**src/rtl/word_packer_clkb.sv**
```systemverilog
// Byte-to-word packer for the clkb side of the clka->clkb bridge: requests one word at a time,
// assembles returned bytes little-endian and queues completed words in a small output FIFO.
module word_packer_clkb #(
    parameter int WORD_BYTES = 4,
    parameter int OUT_DEPTH  = 2,
    parameter int TIMEOUT    = 63
) (
    input  logic                    clk,
    input  logic                    reset,
    input  logic                    enable,
    input  logic [7:0]              data_in,
    input  logic                    data_valid,
    output logic                    data_req,
    output logic [8*WORD_BYTES-1:0] word_out,
    output logic                    word_valid,
    input  logic                    word_ready,
    output logic                    timeout_err,
    output logic                    overflow
);

    localparam int IDX_W = (WORD_BYTES > 1) ? $clog2(WORD_BYTES) : 1;
    localparam int TMR_W = $clog2(TIMEOUT + 1);
    localparam int CNT_W = $clog2(OUT_DEPTH + 1);
    localparam int PTR_W = (OUT_DEPTH > 1) ? $clog2(OUT_DEPTH) : 1;
    localparam int LANES = (WORD_BYTES > 1) ? WORD_BYTES - 1 : 1;

    typedef enum logic [1:0] {ST_IDLE, ST_REQ, ST_WAIT} state_t;

    state_t                  state_reg, state_next;
    logic [TMR_W-1:0]        timer_reg, timer_next;
    logic                    timeout_err_reg, timeout_err_next;
    logic [IDX_W-1:0]        idx_reg;
    logic [7:0]              lane_reg [LANES];
    logic [8*WORD_BYTES-1:0] mem_reg [OUT_DEPTH];
    logic [PTR_W-1:0]        wr_ptr_reg, rd_ptr_reg;
    logic [CNT_W-1:0]        cnt_reg;
    logic                    overflow_reg;

    logic                    word_done, word_pending, can_request;
    logic                    full, pop, push_ok;
    logic [8*WORD_BYTES-1:0] word_assembled;

    function automatic logic [PTR_W-1:0] ptr_inc(input logic [PTR_W-1:0] p);
        return (p == PTR_W'(OUT_DEPTH - 1)) ? '0 : p + PTR_W'(1);
    endfunction

    assign word_done    = data_valid && (idx_reg == IDX_W'(WORD_BYTES - 1));
    assign word_pending = (idx_reg != '0);
    assign can_request  = enable && ((32'(cnt_reg) + 32'(word_pending)) < OUT_DEPTH);
    assign full         = (cnt_reg == CNT_W'(OUT_DEPTH));
    assign word_valid   = (cnt_reg != '0);
    assign pop          = word_valid && word_ready;
    // A full buffer still accepts the new word when the head leaves in the same cycle.
    assign push_ok      = word_done && (!full || pop);

    assign data_req    = (state_reg == ST_REQ);
    assign timeout_err = timeout_err_reg;
    assign overflow    = overflow_reg;
    assign word_out    = mem_reg[rd_ptr_reg];

    // The byte arriving now completes the top lane directly, without a register hop.
    assign word_assembled[8*WORD_BYTES-1 -: 8] = data_in;
    genvar gi;
    generate
        for (gi = 0; gi < WORD_BYTES - 1; gi++) begin : g_lane
            assign word_assembled[8*gi +: 8] = lane_reg[gi];

            always_ff @(posedge clk) begin
                if (reset) begin
                    lane_reg[gi] <= '0;
                end else if (data_valid && (idx_reg == IDX_W'(gi))) begin
                    lane_reg[gi] <= data_in;
                end
            end
        end

        for (gi = 0; gi < OUT_DEPTH; gi++) begin : g_mem
            always_ff @(posedge clk) begin
                if (reset) begin
                    mem_reg[gi] <= '0;
                end else if (push_ok && (wr_ptr_reg == PTR_W'(gi))) begin
                    mem_reg[gi] <= word_assembled;
                end
            end
        end
    endgenerate

    always_comb begin
        state_next       = state_reg;
        timer_next       = timer_reg;
        timeout_err_next = 1'b0;
        case (state_reg)
            ST_IDLE: begin
                if (can_request) begin
                    state_next = ST_REQ;
                end
            end
            ST_REQ: begin
                timer_next = '0;
                state_next = ST_WAIT;
            end
            ST_WAIT: begin
                if (word_done) begin
                    timer_next = '0;
                    state_next = ST_IDLE;
                end else if (timer_reg == TMR_W'(TIMEOUT - 1)) begin
                    timer_next       = '0;
                    timeout_err_next = 1'b1;
                    state_next       = ST_IDLE;
                end else begin
                    timer_next = timer_reg + TMR_W'(1);
                end
            end
            default: begin
                state_next = ST_IDLE;
            end
        endcase
    end

    always_ff @(posedge clk) begin
        if (reset) begin
            state_reg       <= ST_IDLE;
            timer_reg       <= '0;
            timeout_err_reg <= 1'b0;
        end else begin
            state_reg       <= state_next;
            timer_reg       <= timer_next;
            timeout_err_reg <= timeout_err_next;
        end
    end

    always_ff @(posedge clk) begin
        if (reset) begin
            idx_reg      <= '0;
            wr_ptr_reg   <= '0;
            rd_ptr_reg   <= '0;
            cnt_reg      <= '0;
            overflow_reg <= 1'b0;
        end else begin
            if (data_valid) begin
                idx_reg <= word_done ? '0 : idx_reg + IDX_W'(1);
            end
            if (push_ok) begin
                wr_ptr_reg <= ptr_inc(wr_ptr_reg);
            end
            if (pop) begin
                rd_ptr_reg <= ptr_inc(rd_ptr_reg);
            end
            if (push_ok && !pop) begin
                cnt_reg <= cnt_reg + CNT_W'(1);
            end else if (pop && !push_ok) begin
                cnt_reg <= cnt_reg - CNT_W'(1);
            end
            if (word_done && full && !pop) begin
                overflow_reg <= 1'b1;
            end
        end
    end

endmodule

```
**config.mk**
```make
export PLATFORM = sky130hd
export DESIGN_NAME = word_packer_clkb
export DESIGN_NICKNAME = d
export VERILOG_FILES = /design/src/rtl/word_packer_clkb.sv
export SDC_FILE = /design/constraint.sdc
export NUM_CORES = 1
export LEC_CHECK = 0
export ABC_AREA = 1
export CAP_MARGIN = 5
export CELL_PAD_IN_SITES_DETAIL_PLACEMENT = 1
export CELL_PAD_IN_SITES_GLOBAL_PLACEMENT = 1
export CORE_MARGIN = 4
export CORE_UTILIZATION = 51
export CTS_BUF_LIST = sky130_fd_sc_hd__clkbuf_8
export CTS_CLUSTER_DIAMETER = 30
export DETAILED_ROUTE_END_ITERATION = 10
export PLACE_DENSITY_LB_ADDON = 0.2
export SLEW_MARGIN = 0
export SYNTH_ARGS = -nofsm -noshare
export SYNTH_HDL_FRONTEND = slang
export SYNTH_SLANG_ARGS = --single-unit
export TNS_END_PERCENT = 10
```
**constraint.sdc**
```tcl
create_clock -name clk -period 7.9 [get_ports clk]
set_clock_uncertainty 0.1 [all_clocks]
set_input_delay 1.975 -clock clk [delete_from_list [all_inputs] [get_ports clk]]
set_output_delay 1.975 -clock clk [all_outputs]
set_load 0.01 [all_outputs]
```
; Word-level counts from Yosys, hierarchy flattened
; Memory sizes are Yosys's and may differ from the RTL's. A register that Yosys moved wholly into a read port is not among the register bits.
; Cells that the tools add are included.
[totals]
ff_bits = 16
ram_bits = 88
memories = 2
[memory_table]
columns = memory, depth, width, read_ports, rd_clocked_by_memory_dff, wr, line
row1 = mem_reg, 2, 32, 1, 1, 2, 34  ; logic [8*WORD_BYTES-1:0] mem_reg [OUT_DEPTH];
row2 = lane_reg, 3, 8, 3, 0, 3, 33  ; logic [7:0] lane_reg [LANES];
[op_classes]
add_sub_neg = 7
order_cmp = 1
n_eq_ne = 9
mux = 37
n_bitwise = 7
reduce_logical = 25
[ops]
columns = op, count
row1 = 32-bit two-way mux, 2
row2 = 8-bit two-way mux, 3
row3 = 1-bit two-way mux, 22
row4 = 1-bit logical AND, 13
row5 = 2-bit two-way mux, 6
row6 = 6-bit two-way mux, 2
row7 = 6-bit one-hot mux with 2 select lines, 1
row8 = "2-bit equality test, second input constant", 4
row9 = 2-bit nonzero test, 4
row10 = "6-bit by 1-bit adder with 6-bit output, second input constant", 1
row11 = "6-bit equality test, second input constant", 1
row12 = 2-bit one-hot mux with 3 select lines, 1
row13 = 1-bit OR, 5
row14 = "2-bit by 1-bit adder with 2-bit output, second input constant", 2
row15 = "2-bit by 1-bit equality test with 1-bit output, second input constant", 2
row16 = 2-bit zero test, 2
row17 = 2-bit by 1-bit adder with 3-bit output, 1
row18 = 1-bit zero test, 3
row19 = "3-bit by 2-bit < comparator with 1-bit output, second input constant", 1
row20 = "3-bit != test, second input constant", 1
row21 = 3-bit OR reduction, 1
row22 = "1-bit adder, second input constant", 2
row23 = "2-bit != test, second input constant", 1
row24 = 1-bit NOT, 2
row25 = 3 further kinds, 3

; Depth between registers and ports, before layout
; Gate-level depths: netlist of run 1.
[logic_depth]
word_depth = 9
mapped_depth = 11
mapped_depth_nobuf = 11

; Least setup slack after synthesis of run 1
; OpenSTA, ideal clock, no wires.
[synth_path]
path_type = in2reg
from = input data_valid
to = memory mem_reg[1][0] (netlist name) (enable)
setup_time_ns = 0.468
arrival_time_ns = 4.609
required_ns = 7.332
path_slack_ns = 2.723
stages = 5
path_buffers = 1
path_cell_list = buf_6 -> nand2_4 -> clkinv_4 -> nand2_4 -> o21ai_0
[synth_rtl]
columns = element, line
row1 = start: declaration, 12  ; input logic data_valid,
row2 = end: declaration, 34

==> results of run 1 <==
[report_power, final]
group          leakage, nW  internal (mW)  switching [mW]
clock network        0.104          0.144           0.184
registers             1.05          0.631          0.0143
logic                0.895         0.0891           0.115
[final timing paths]
| kind | to | slack, ns | cells after the start |
|---|---|---|---|
| setup / recovery | mem_reg[1][9] | 3.81 | 6 |
| hold / removal | flop | 0.40 | 2 |
| setup reg to reg | mem_reg[1][9] | 5.50 | 6 |
| hold reg to reg | flop | 0.40 | 2 |
[metal layers]
metal,part of all wire,vias to the layer above,global-route usage
met1,0.41,1344,0.232
met5,0,-,0
met3,0.031,8,0.0348
met4,0.012,0,0.0545
li1,-,1342,-
met2,0.55,50,0.355
[cells by family after synthesis]
group                      count (synthesis)  synth area share
and+or+nand+nor                          141             0.135
DFF                                      105             0.657
buffers and inverters                     63            0.0664
muxes                                     32            0.0794
AOI/OAI and AO/OA                         22            0.0262
adders and majority gates                 11            0.0303
xor gates and xnor gates                   3           0.00579
[cell usage in the layout (no fill, tap or decap), drive strengths merged]
| master | netlist | routed |
|---|---|---|
| nor2 | 103 | 103 |
| xnor2 | 1 | 1 |
| nand3 | 12 | 12 |
| clkdlybuf4s50 | 0 | 48 |
| clkbuf | 1 | 12 |
| or2 | 1 | 1 |
| dfxtp | 17 | 17 |
| o21ai | 9 | 9 |
| o22ai | 1 | 1 |
| xor2 | 2 | 2 |
| nand4 | 1 | 1 |
| nand2 | 22 | 22 |
| edfxtp | 88 | 88 |
| nor4 | 1 | 1 |
| a21oi | 12 | 12 |
| inv | 50 | 53 |
| nand3b | 1 | 1 |
| clkinv | 1 | 2 |
| buf | 11 | 3 |
| ha | 11 | 11 |
| mux2 | 32 | 32 |
[area by class of cell]
cell class / count / area [um2]
inverters: 51 / 199
fillers: 918 / 3400
clock buffers: 12 / 165
flip-flops and latches: 105 / 2980
repair buffers: 51 / 503
well taps: 108 / 135
clock inverters: 4 / 31.3
multi-input cells: 209 / 1260
[worst max-delay path: cells and delay by family]
family	cells	cell delay, ns
buffers and inverters	3	1.18
AO/OA/AOI/OAI	1	0.70
AND/OR/NAND/NOR	2	0.18
==> reports/metrics.csv, run 1 <==
metric,value,unit
vias per cell,5.08,
post-route setup TNS,0,ns
Worst-path clk slew,0.09,ns
Placement Cell Area,5080,um2
DRC,0,
"Setup violations, final",0,
CP Data Arrival Time,4.05,ns
minimum hold slack,0.400,ns
Worst-Margin Slew,1.03,ns
number of synthesized flops with an enable pin,88,
"Seq/Total Area, Yosys",0.657,
asr flop ratio synth,0,
Synth Instances,377,
Ys Warns,0,
slowest CP cell,clkdlybuf4s50_1,
pwr dens,223,nW/um2
total gr overflow,0,
status,"complete, no violations",
Clock Latency Late Sink,0.36,ns
Core Area,8680,um2
max-slew violations,0,
Netlist cell types,29,
initial antenna violation count,0,
setup ws final,3.81,ns
CP required,7.85,ns
clock sinks,105,
ANT cells,0,
Max Freq,244,MHz
dpl cells,524,
largest net degree at the start of global routing,33,
CP Cell Sequence,clkdlybuf4s50_1 -> nand2_4 -> clkinv_4 -> nand2_4 -> o21ai_2 -> buf_4,
VDD IR-drop max,0.000127,V
crit path from,data_valid,
Reg-to-Reg Start,idx_reg[0],
Starting Density,0.523,
CP most frequent cell,nand2_4,
crit share post-route,0.518,
Detail Route Antenna Nets,0,
Row Count,34,
worst hold path startpoint,rd_ptr_reg,
Vias,2744,
first-pass GRT wire length,15.0,mm
Leakage,2.05,nW
Root Driver,clkbuf_8,
"Setup Fix Bufs, Post-CTS",0,
Avg Synthesized Cell Area,12.0,um2
RSZ-0062 raised after global routing,no,
top-area cell type share of the netlist area,0.582,
kind of critical path,in -> reg,
Buffers on Ports,48,
top_reg_cell synth,edfxtp_1,
Synth area leaders,"edfxtp_1, nor2_1, dfxtp_1, mux2_2, inv_1",
Final Hold Fails,0,
Rel. slew slack,0.305,
vias in the first global route,2958,
die area,10500,um2
worst-path maximum fanout,18,
io pins,49,
Placer Congestion,0.718,
Place WS,3.35,ns
Non-Filler Instances,540,
H-tree Lvls,3,
routed length per instance,16.9,um
max-cap violations,0,
share of cells above drive strength 1,0.155,
nets,451,
CP peak stage delay,0.70,ns
fin crit period,4.09,ns
number of DRC markers in iteration 0,204,
post-layout util,0.608,
TritonCTS buffer count,9,
max reg flops,64,
Hold Buf Count CTS,0,
Final Total Pwr,1.18,mW
most common cell in the netlist,nor2_1,
area delta synth->final,16.3,%
register bit total from synthesis,105,
largest area contributor in the netlist,edfxtp_1,
Total Wirelength,9.13,mm
critical path startpoint category,primary input,
Detail Placement HPWL,6.46,mm
crit end category,flop,
Die Wd,102,um
cts repair resizes,0,
Die Ht,102,um
Global Route Usage Sum,0.193,
buffer depth of the longest clock path,2,
most frequent cells after synthesis,"nor2_1, edfxtp_1, inv_1",
min-delay worst type,reg -> reg,
"Net Count, Synth",401,
CTS tree,done,
Mapped Area,4540,um2
DRT Pass-1 Iters,4,
Finished Cell Area,5280,um2
(Power assumes the default switching activity.)
==> run 2: changes to the inputs <==
Settings changed: CORE_UTILIZATION 51 to 43.
Clock period 7.9 ns to 3.6 ns, I/O delays scaled along.
==> reports/metrics.csv, run 2 (same netlist as run 1, synthesis figures left out) <==
metric,value,unit,change
Final Total Pwr,2.59,mW,was 1.18 mW
RSZ-0062 raised after global routing,no,,unchanged
Row Count,37,,was 34
clock sinks,105,,unchanged
"most common cell after layout, fill and taps aside",nor2_1,,unchanged
first-pass GRT wire length,15.5,mm,was 15.0 mm
nets,454,,was 451
"Setup Fix Bufs, Post-CTS",0,,unchanged
post-layout util,0.517,,was 0.608
Global Route Usage Sum,0.157,,was 0.193
largest net degree at the start of global routing,33,,unchanged
Finished Cell Area,5330,um2,was 5280 um2
vias per cell,4.86,,was 5.08
Detail Route Antenna Nets,0,,unchanged
pwr dens,486,nW/um2,was 223 nW/um2
VDD IR-drop max,0.000271,V,was 0.000127 V
crit share post-route,0.827,,
total gr overflow,0,,unchanged
io pins,49,,unchanged
DRT Pass-1 Iters,4,,unchanged
CP peak stage delay,0.48,ns,was 0.70 ns
Final Hold Fails,0,,unchanged
status,"complete, no violations",,unchanged
Buffers on Ports,48,,unchanged
min-delay worst type,reg -> reg,,unchanged
Total Wirelength,9.06,mm,was 9.13 mm
routed length per instance,15.9,um,was 16.9 um
Worst-Margin Slew,0.457,ns,was 1.03 ns
Detail Placement HPWL,6.13,mm,was 6.46 mm
"CP delay by family, top",buffers and inverters,,unchanged
dpl cells,555,,was 524
"Setup violations, final",0,,unchanged
Leakage,2.07,nW,was 2.05 nW
kind of critical path,reg -> out,,was in -> reg
Vias,2777,,"was 2,744"
max-slew violations,0,,unchanged
fin crit period,2.98,ns,
CP Data Arrival Time,1.98,ns,was 4.05 ns
vias in the first global route,3099,,"was 2,958"
initial antenna violation count,0,,unchanged
Worst-path clk slew,0.10,ns,was 0.09 ns
Die Ht,111,um,was 102 um
worst-path maximum fanout,32,,was 18
Clock Latency Late Sink,0.36,ns,about the same
Core Area,10300,um2,was 8680 um2
layout filler cell count,1080,,was 918
H-tree Lvls,3,,unchanged
fraction of power consumed by combinational cells,0.174,,about the same
Pint,1.90,mW,was 863 uW
Switching Fraction,0.265,,was 0.266
DRC,0,,unchanged
CP Cell Sequence,buf_4 -> mux2_2 -> clkdlybuf4s50_1,,was clkdlybuf4s50_1 -> nand2_4 -> clkinv_4 -> nand2_4 -> o21ai_2 -> buf_4
clock power share,0.281,,was 0.278
Max Freq,336,MHz,
Rel. slew slack,0.695,,was 0.305
area delta synth->final,17.5,%,was 16.3%
critical path startpoint category,flop,,was primary input
share of cells above drive strength 1,0.156,,was 0.155
Placement Cell Area,5140,um2,was 5080 um2
crit end category,output port,,was flop
number of DRC markers in iteration 0,70,,was 204
NetSw,687,uW,was 313 uW
ANT cells,0,,unchanged
Placer Congestion,0.760,,was 0.718
"commonest non-fill, non-tap cells in the layout","nor2_1, edfxtp_1, inv_1, clkdlybuf4s50_1, mux2_2",,"was nor2_1, edfxtp_1, clkdlybuf4s50_1"
Hold Buf Count CTS,0,,unchanged
max reg flops,64,,unchanged
Die Wd,111,um,was 102 um
CP required,2.60,ns,was 7.85 ns
max-cap violations,0,,unchanged
CTS tree,done,,unchanged
sequential share of power,0.545,,was 0.548
TritonCTS buffer count,9,,unchanged
buffer depth of the longest clock path,2,,unchanged
Starting Density,0.440,,was 0.523
cts repair resizes,0,,unchanged
count of buffer and inverter cells on the critical path,2,,was 3
die area,12300,um2,"was 10,500 um2"
Root Driver,clkbuf_8,,unchanged
slowest CP cell,clkdlybuf4s50_1,,unchanged
Non-Filler Instances,571,,was 540
==> run 2: power by group through the flow <==
stage               registers, mW  clock network [mW]  logic, mW
floorplan                    1.43                   0      0.281
global placement             1.44                   0      0.444
detailed placement           1.44                   0      0.457
CTS                          1.41               0.744      0.460
global route                 1.42               0.801      0.509
finish                       1.41               0.727      0.451
==> run 2: area by class of cell <==
| cell class | instances | area (um2) | share of cell area |
|---|---|---|---|
| repair buffers | 54 | 526 | 0.0985 |
| clock inverters | 7 | 68.8 | 0.0129 |
| multi-input cells | 209 | 1260 | 0.237 |
| clock buffers | 9 | 124 | 0.0232 |
| flip-flops and latches | 105 | 2980 | 0.559 |
| well taps | 136 | 170 | 0.0319 |
| inverters | 51 | 199 | 0.0373 |
==> run 2: through the flow <==
| stage | hold WS (ns) | worst slack, ns | setup TNS [ns] |
|---|---|---|---|
| 4_1_cts | 0.391 | 0.578 | 0 |
| 2_1_floorplan | 0.347 | -0.451 | -14.43 |
| 3_5_place_dp | 0.375 | 0.750 | 0 |
| 5_1_grt | 0.430 | 0.531 | 0 |
| 6_report | 0.388 | 0.624 | 0 |
| 3_3_place_gp | 0.360 | 0.847 | 0 |
==> run 2: worst paths after layout <==
check        depth (start not counted)      endpoint  slack (ns)        from
max                                  3  word_out[31]        0.62        flop
min reg2reg                          2          flop        0.39  rd_ptr_reg
min                                  2          flop        0.39  rd_ptr_reg
max reg2reg                         11    cnt_reg[1]        1.67  idx_reg[0]
==> run 2: worst reg2reg max path: stages (launching register included) <==
cell and delay [ns]:
dfxtp_1 0.35, ha_1 0.26, nand2_4 0.11, clkinv_4 0.07, nand2_4 0.10, inv_4 0.06
ha_1 0.30, a21oi_1 0.12, o21ai_0 0.13, nand2_1 0.09, nand2_1 0.06, nor2_1 0.12
==> run 2: per-layer routing <==
layer | GRT usage | wire, um
met1 | 0.203 | 4180
met2 | 0.265 | 4470
met3 | 0.0371 | 290
met4 | 0.0435 | 125
met5 | 0 | 0
